## src/rtl/hazard_pkg.sv

```systemverilog
// Shared types and bounds for the load-use / branch hazard controller.
package hazard_pkg;

  typedef enum logic [1:0] {
    IDLE  = 2'd0,
    STALL = 2'd1,
    FLUSH = 2'd2
  } state_e;

  localparam int REG_ZERO         = 0;
  localparam int LOAD_LATENCY_MAX = 4;
  localparam int FLUSH_DEPTH_MAX  = 3;

  function automatic int max_int(input int a, input int b);
    return (a > b) ? a : b;
  endfunction

endpackage

```

## src/rtl/hazard_sat_counter.sv

```systemverilog
// Saturating up-counter: holds at all-ones, clears on synchronous reset.
module hazard_sat_counter #(
  parameter int CNT_W = 32
) (
  input  logic             clk,
  input  logic             reset,
  input  logic             inc,
  output logic [CNT_W-1:0] count
);

  logic [CNT_W-1:0] count_q;
  logic [CNT_W-1:0] count_d;

  always_comb begin
    count_d = count_q;
    if (inc && (count_q != {CNT_W{1'b1}})) begin
      count_d = count_q + {{(CNT_W-1){1'b0}}, 1'b1};
    end
  end

  always_ff @(posedge clk) begin
    if (reset) begin
      count_q <= '0;
    end else begin
      count_q <= count_d;
    end
  end

  assign count = count_q;

endmodule

```

## src/rtl/hazard_stall_controller.sv

```systemverilog
// Load-use stall / taken-branch flush arbiter beside the ID stage.
// Define HAZARD_PERF_CNT_EN to add saturating stall/flush cycle counters.
module hazard_stall_controller
  import hazard_pkg::*;
#(
  parameter int REG_ADDR_W   = 5,
  parameter int LOAD_LATENCY = 1,
  parameter int FLUSH_DEPTH  = 1,
  parameter int CNT_W        = 32
) (
  input  logic                  clk,
  input  logic                  reset,
  input  logic                  branch_taken,
  input  logic                  id_ex_mem_read,
  input  logic [REG_ADDR_W-1:0] id_ex_rt,
  input  logic [REG_ADDR_W-1:0] if_id_rs,
  input  logic [REG_ADDR_W-1:0] if_id_rt,
  input  logic                  if_id_rt_used,
  output logic                  stall,
  output logic                  flush,
  output logic                  busy
`ifdef HAZARD_PERF_CNT_EN
  ,
  output logic [CNT_W-1:0]      stall_cycles,
  output logic [CNT_W-1:0]      flush_cycles
`endif
);

  localparam int CW = $clog2(max_int(LOAD_LATENCY, FLUSH_DEPTH)) + 1;
  localparam logic [CW-1:0] STALL_RELOAD = CW'(LOAD_LATENCY - 1);
  localparam logic [CW-1:0] FLUSH_RELOAD = CW'(FLUSH_DEPTH - 1);
  localparam logic [CW-1:0] CNT_ONE      = CW'(1);

  if (LOAD_LATENCY < 1 || LOAD_LATENCY > LOAD_LATENCY_MAX) begin : g_bad_load_latency
    $error("LOAD_LATENCY out of range 1..%0d", LOAD_LATENCY_MAX);
  end
  if (FLUSH_DEPTH < 1 || FLUSH_DEPTH > FLUSH_DEPTH_MAX) begin : g_bad_flush_depth
    $error("FLUSH_DEPTH out of range 1..%0d", FLUSH_DEPTH_MAX);
  end
  if (CNT_W < 1) begin : g_bad_cnt_w
    $error("CNT_W must be at least 1");
  end

  state_e        state_q, state_d;
  logic [CW-1:0] cnt_q, cnt_d;
  logic          hazard;

  assign hazard = id_ex_mem_read
               && (id_ex_rt != REG_ADDR_W'(REG_ZERO))
               && ((id_ex_rt == if_id_rs) || (if_id_rt_used && (id_ex_rt == if_id_rt)));

  // First stall/flush cycle comes straight from the inputs; the tail is counted out.
  always_comb begin
    state_d = state_q;
    cnt_d   = cnt_q;
    stall   = 1'b0;
    flush   = 1'b0;
    unique case (state_q)
      IDLE, STALL: begin
        if (branch_taken) begin
          flush = 1'b1;
          if (FLUSH_DEPTH > 1) begin
            state_d = FLUSH;
            cnt_d   = FLUSH_RELOAD;
          end else begin
            state_d = IDLE;
            cnt_d   = '0;
          end
        end else if (state_q == STALL) begin
          stall = 1'b1;
          if (cnt_q == CNT_ONE) begin
            state_d = IDLE;
            cnt_d   = '0;
          end else begin
            cnt_d = cnt_q - CNT_ONE;
          end
        end else if (hazard) begin
          stall = 1'b1;
          if (LOAD_LATENCY > 1) begin
            state_d = STALL;
            cnt_d   = STALL_RELOAD;
          end
        end
      end
      FLUSH: begin
        flush = 1'b1;
        if (branch_taken) begin
          cnt_d = FLUSH_RELOAD;
        end else if (cnt_q == CNT_ONE) begin
          state_d = IDLE;
          cnt_d   = '0;
        end else begin
          cnt_d = cnt_q - CNT_ONE;
        end
      end
      default: begin
        state_d = IDLE;
        cnt_d   = '0;
      end
    endcase
    if (reset) begin
      stall = 1'b0;
      flush = 1'b0;
    end
  end

  always_ff @(posedge clk) begin
    if (reset) begin
      state_q <= IDLE;
      cnt_q   <= '0;
    end else begin
      state_q <= state_d;
      cnt_q   <= cnt_d;
    end
  end

  assign busy = !reset && (state_q != IDLE);

`ifdef HAZARD_PERF_CNT_EN
  hazard_sat_counter #(.CNT_W(CNT_W)) u_stall_cnt (
    .clk   (clk),
    .reset (reset),
    .inc   (stall),
    .count (stall_cycles)
  );

  hazard_sat_counter #(.CNT_W(CNT_W)) u_flush_cnt (
    .clk   (clk),
    .reset (reset),
    .inc   (flush),
    .count (flush_cycles)
  );
`endif

endmodule
```

## config.mk

```make
export PLATFORM = sky130hd
export DESIGN_NAME = hazard_stall_controller
export DESIGN_NICKNAME = d
export VERILOG_FILES = /design/src/rtl/hazard_pkg.sv /design/src/rtl/hazard_sat_counter.sv /design/src/rtl/hazard_stall_controller.sv
export SDC_FILE = /design/constraint.sdc
export NUM_CORES = 1
export LEC_CHECK = 0
export ABC_AREA = 1
export CORE_AREA = 2 2 39 41
export CTS_BUF_LIST = sky130_fd_sc_hd__clkbuf_2
export CTS_CLUSTER_SIZE = 8
export DETAILED_ROUTE_END_ITERATION = 7
export DIE_AREA = 0 0 41 43
export MAX_ROUTING_LAYER = met4
export PLACE_DENSITY = 0.67
export SLEW_MARGIN = 25
export SYNTH_ARGS = -nofsm -noshare
export SYNTH_HDL_FRONTEND = slang
export SYNTH_SLANG_ARGS = --single-unit
```

## constraint.sdc

```tcl
create_clock -name clk -period 1 [get_ports clk]
set_input_delay 0.2 -clock clk [delete_from_list [all_inputs] [get_ports clk]]
set_output_delay 0.2 -clock clk [all_outputs]
set_load 0.05 [all_outputs]
```

# After elaboration in Yosys (flattened, before gate mapping)
# Cells that the tools add are included.
[op_classes] n_div=0 muxes=18 n_reduce_logical=11 multipliers=0 n_shift=0 magnitude_cmp=0 n_bitwise=0 n_eq_ne=6 addsub=1
[ops] op="$mux 1" count=11
[ops] op="$eq 5x5->1" count=2
[ops] op="$mux 2" count=4
[ops] op="$reduce_bool 5->1" count=1
[ops] op="$logic_and 1x1->1" count=4
[ops] op="$pmux 1 s2" count=2
[ops] op="$pmux 2 s2" count=1
[ops] op="$ne 3x3->1 const B" count=1
[ops] op="$eq 2x1->1 const B" count=1
[ops] op="$eq 2x2->1 const B" count=1
[ops] op="$logic_not 2->1" count=1
[ops] op="$ne 2x2->1 const B" count=1
[ops] op="$reduce_and 2->1" count=1
[ops] op="$reduce_bool 2->1" count=1
[ops] op="$reduce_or 2->1" count=1
[ops] op="$logic_not 1->1" count=1
[ops] op="$logic_or 1x1->1" count=1
[ops] op="$sub 1x1->1 const B" count=1
[word_totals] rom_bits=0 inputBits=20 mem_bits_rw=0 mem_count=0 register_bits=3 latchBits=0 out_inout_bits=3 elab_cells=38

# Longest topological paths before layout
[logic_depth] ltp_word=9 ltp_mapped=8 depth_no_buf=8

# Worst setup path after synthesis
# No wires, ideal clock.
[synth_timing] path_kind="input-to-output" start="input port id_ex_rt[1]" end="output port stall" path_buffers=0 arrival_time_ns=1.084 path_slack_ns=-0.284 required_ns=0.800 path_stages=8 cell_sequence="inv_1 -> nand2_1 -> nand2_1 -> nor2_1 -> nand3_1 -> nand2_1 -> nand2_1 -> a21oi_2"
[synth_via] elab_chain_cells=9 word_cells_on_any_way=12 classes_between="eq/ne (2); mux (5); reduce/logical (5)"
[synth_rtl] element="start, declared" line_no="hazard_stall_controller.sv:15" rtl="input logic [REG_ADDR_W-1:0] id_ex_rt,"
[synth_rtl] element="$eq 5x5->1" line_no="hazard_stall_controller.sv:50" rtl="&& ((id_ex_rt == if_id_rs) || (if_id_rt_used && (id_ex_rt == if_id_rt)));"
[synth_rtl] element="$logic_and 1x1->1" line_no="hazard_stall_controller.sv:50"
[synth_rtl] element="$logic_or 1x1->1" line_no="hazard_stall_controller.sv:50"
[synth_rtl] element="$logic_and 1x1->1 *" line_no="hazard_stall_controller.sv:50"
[synth_rtl] element="$mux 1 *" line_no="hazard_stall_controller.sv:77" rtl="end else if (hazard) begin"
[synth_rtl] element="$mux 1 *" line_no="hazard_stall_controller.sv:69" rtl="end else if (state_q == STALL) begin"
[synth_rtl] element="$mux 1 *" line_no="hazard_stall_controller.sv:60" rtl="if (branch_taken) begin"
[synth_rtl] element="$mux 1 *" line_no="hazard_stall_controller.sv:58" rtl="unique case (state_q)"
[synth_rtl] element="$mux 1 *" line_no="hazard_stall_controller.sv:101" rtl="if (reset) begin"
[synth_rtl] element="end, declared" line_no="hazard_stall_controller.sv:19" rtl="output logic stall,"
# Mark *: on every way between the ends. The rest lies on a longest branch, timed or not.

# Final worst setup path
[layout_timing] start="input port if_id_rs[4]" end="output port stall"
[layout_via] elab_chain_cells=8
[layout_rtl] element="start, declared" line_no="hazard_stall_controller.sv:16" rtl="input logic [REG_ADDR_W-1:0] if_id_rs,"
[layout_rtl] element="$eq 5x5->1" line_no="hazard_stall_controller.sv:50"
[layout_rtl] element="$logic_or 1x1->1" line_no="hazard_stall_controller.sv:50"
[layout_rtl] element="$logic_and 1x1->1" line_no="hazard_stall_controller.sv:50"
[layout_rtl] element="$mux 1" line_no="hazard_stall_controller.sv:77"
[layout_rtl] element="$mux 1" line_no="hazard_stall_controller.sv:69"
[layout_rtl] element="$mux 1" line_no="hazard_stall_controller.sv:60"
[layout_rtl] element="$mux 1" line_no="hazard_stall_controller.sv:58"
[layout_rtl] element="$mux 1" line_no="hazard_stall_controller.sv:101"
# Every way passes these cells.

==> results.rst <==
.. list-table::
   :header-rows: 1

   * - Metric
     - Value
   * - RD Place Congestion
     - 0.7426
   * - Clock tree from TritonCTS
     - done
   * - Number of DRC violations after detailed-routing iteration 0
     - 12
   * - Area of the core
     - roughly 1400 µm²
   * - Count of pins on the block boundary
     - 23
   * - Data arrival, critical path
     - about 1100 ps
   * - Sequential element share of the synthesized area
     - between 10% and 20%
   * - Layout Utilization
     - 55.06%
   * - CTS sink count
     - 3
   * - Clock insertion delay at the later pin of the skew report
     - roughly 210 ps
   * - Die area
     - 1763 µm²
   * - Pin slew with the least headroom to its limit
     - 196.5 ps
   * - Total inserted antenna cells
     - 0
   * - GR Overflow Total
     - 0
   * - Setup clock skew after layout
     - about 2.6 ps
   * - Worst max-slew margin expressed relative to the limit
     - just under 90%
   * - FF+latch count, synth
     - 3
   * - Vert. Die Dim
     - 43 µm
   * - Share of cells above drive strength 1
     - about 52%
   * - Gate count of the mapped netlist
     - between 70 and 80
   * - Violated checks
     - setup timing
   * - Critical Path Sink Type
     - primary output
   * - Post-route DRC violation count
     - 0
   * - Avg Synthesized Cell Area
     - 4.768 µm²
   * - Worst voltage drop across the vdd grid
     - 0.2796 mV
   * - Crit path launch type
     - input pin
   * - Final Cycle Share
     - 126.4%
   * - Pins Over Slew Limit
     - 0
   * - Relative area change from synthesis to final layout
     - 116.0%
   * - Number of nets produced by synthesis
     - between 90 and 100
   * - Count of max-cap constraint violations
     - 0
   * - Post-route ant nets
     - 0
   * - Switching power of the nets
     - 0.0001707 W
   * - Deepest level of the CTS H-tree
     - 1
   * - Cell internal power dissipation
     - 0.0003397 W
   * - Via count
     - 510
   * - Clock buffers created by TritonCTS
     - 3
   * - First-pass GRT wire length
     - between 1500 and 2000 µm
   * - Overall track demand over capacity in global routing
     - 14.17%
   * - Register share of total power
     - a little under a quarter
   * - FMAX
     - between 700 and 800 MHz
   * - I/O Buffers
     - 22
   * - Synth Cell Area
     - ~350 µm²
   * - Final worst slack
     - -264.2 ps
   * - Pin count of the biggest net entering global routing
     - 5
   * - Highest net fanout along the worst path
     - 1
   * - Synthesis warning total
     - 0
   * - Run status
     - complete, but fails checks
   * - Design area
     - 762.0 µm²
   * - Leakage component of the power
     - ~0.40 nW
   * - Placement Cell Area
     - 690.7 µm²
   * - NumNets Final
     - approximately 130
   * - Clock share of power
     - approximately 34%
   * - Cell Rows
     - 14
   * - Count of hold-fix buffers inserted at cts
     - 0
   * - Number of global-route vias before repair
     - about 450
   * - Worst-path clk slew
     - 50 ps
   * - Power density over the cells
     - ~670 nW/µm²
   * - Switch share
     - between 30% and 40%
   * - Max clock buf depth
     - 2
   * - Unique masters post-synth
     - 13
   * - Share of total power in combinational logic
     - between 40% and 50%
   * - Minimum clock period after layout
     - 1264 ps
   * - DR pass1 iterations
     - 4
   * - Via-to-Cell Ratio
     - 4.215
   * - HPWL after DPL
     - roughly 800 µm
   * - Unrepaired setup endpoints after global routing
     - yes
   * - Class of the tightest hold or removal check
     - flip-flop to flip-flop
   * - Routed WL
     - slightly above 1000 µm
   * - Initial core utilization
     - between 20% and 30%
   * - Required time at the endpoint of the critical path
     - 800 ps
   * - Clock tree root driver cell
     - sky130_fd_sc_hd__clkbuf_2
   * - Wire length per cell after detailed routing
     - between 8 and 9 µm
   * - Die outline width
     - 41 µm
   * - Final setup fails
     - 3
   * - Endpoints failing hold
     - 0
   * - Antenna violations before repair
     - 0
   * - Worst Setup Path Type
     - input pin to primary output
==> registers in the layout, indices dropped and copies added (netlist names) <==
signal   cells
state_q      2
cnt_q        1
==> layer usage <==
layer	wire, µm	GRT usage, %	up-vias
li1	-	-	281
met1	472	19.49	216
met2	510	20.31	11
met3	42	1.571	2
met4	10	6.000	0
met5	0	-	-
==> cell usage in the layout (no fill, tap or decap), types with 2 or more instances in the layout <==
cell,count
sky130_fd_sc_hd__clkbuf_2,4
sky130_fd_sc_hd__inv_1,9
sky130_fd_sc_hd__nor4_1,2
sky130_fd_sc_hd__buf_4,5
sky130_fd_sc_hd__buf_8,2
sky130_fd_sc_hd__nor2_2,4
sky130_fd_sc_hd__buf_6,5
sky130_fd_sc_hd__dfxtp_4,2
sky130_fd_sc_hd__inv_2,4
sky130_fd_sc_hd__nor2_4,2
sky130_fd_sc_hd__nand2_2,12
sky130_fd_sc_hd__nand3_1,2
sky130_fd_sc_hd__dlygate4sd2_1,3
sky130_fd_sc_hd__buf_12,4
sky130_fd_sc_hd__inv_4,2
sky130_fd_sc_hd__nor2_1,6
sky130_fd_sc_hd__buf_2,6
sky130_fd_sc_hd__nand2_1,21
==> worst max-delay path, stage by stage <==
cell and delay [ps]:
sky130_fd_sc_hd__clkdlybuf4s15_2 180, sky130_fd_sc_hd__xnor2_1 140, sky130_fd_sc_hd__nand3_1 90, sky130_fd_sc_hd__nand2_1 80
sky130_fd_sc_hd__nand2_2 70, sky130_fd_sc_hd__a21oi_4 160, sky130_fd_sc_hd__buf_12 150
==> final timing paths <==
path	from	endpoint	slack, ps	depth (start not counted)
max	if_id_rs[4]	stall	-260	7
min	cnt_q	state_q[0]	420	1
max reg2reg	state_q[1]	cnt_q	120	4
min reg2reg	cnt_q	state_q[0]	420	1
==> what timing repair did <==
item | 4_1_cts | 5_1_grt
setup buffers | 0 | 1
gates resized for setup | 83 | 18
endpoints found under the setup margin | 4 | 3
pin swaps | 27 | 14
gates cloned | 0 | 0
==> final cells by class <==
cell class / count / area, µm²
clock buffer: 4 / 20.02
fill: 142 / 621.8
inverter: 16 / 77.57
multi-input combinational: 55 / 295.3
sequential: 3 / 67.56
tap: 16 / 20.02
timing repair buffer: 27 / 281.5
==> cells in the mapped netlist <==
library cell               instances  area (µm²)
sky130_fd_sc_hd__nand4_1           1       6.260
sky130_fd_sc_hd__a21oi_1           1       5.000
sky130_fd_sc_hd__nor2_1           12       45.04
sky130_fd_sc_hd__nand3b_1          1       7.510
sky130_fd_sc_hd__inv_1            15       56.30
sky130_fd_sc_hd__dfxtp_1           3       60.06
sky130_fd_sc_hd__xnor2_1           1       8.760
sky130_fd_sc_hd__nor4_1            2       12.51
sky130_fd_sc_hd__a21oi_2           1       8.760
sky130_fd_sc_hd__nand3_1           2       10.01
sky130_fd_sc_hd__inv_2             1       3.750
sky130_fd_sc_hd__o21ai_0           1       5.000
sky130_fd_sc_hd__nand2_1          33       123.9
==> power groups by stage <==
| stage | Clock (W) | Combinational [W] | Sequential (W) |
|---|---|---|---|
| 6_report | 0.000174 | 0.000219 | 0.000118 |
| 3_5_place_dp | 0 | 0.000211 | 0.000125 |
| 4_1_cts | 0.000178 | 0.000201 | 0.000123 |
| 5_1_grt | 0.000188 | 0.000241 | 0.000118 |
| 3_3_place_gp | 0 | 0.000209 | 0.000125 |
| 2_1_floorplan | 0 | 0.0000831 | 0.000125 |
==> through the flow <==
stage / hold WS [ps] / std cells / power, W / setup TNS (ps) / worst slack (ps)
after floorplan: 269.1 / 74 / 0.0002079 / -188.9 / -134.4
after global placement: 423.3 / 116 / 0.0003339 / -1895 / -826.9
after detailed placement: 424.1 / 116 / 0.0003359 / -1950 / -840.1
after CTS: 435.1 / 120 / 0.0005025 / -617.9 / -243.2
after global routing: 455.2 / 121 / 0.0005462 / -697.6 / -329.2
final: 416.2 / 121 / 0.0005104 / -539.1 / -264.2
==> kinds of logic (layout without fill, tap and decap cells) <==
family,count (synthesis),count (layout),synth area share [%]
and+or+nand+nor,51,51,58.16
buffers and inverters,16,47,17.02
AOI/OAI and AO/OA,3,3,5.317
DFF,3,3,17.02
xor gates and xnor gates,1,1,2.483
(Power assumes the default switching activity.)
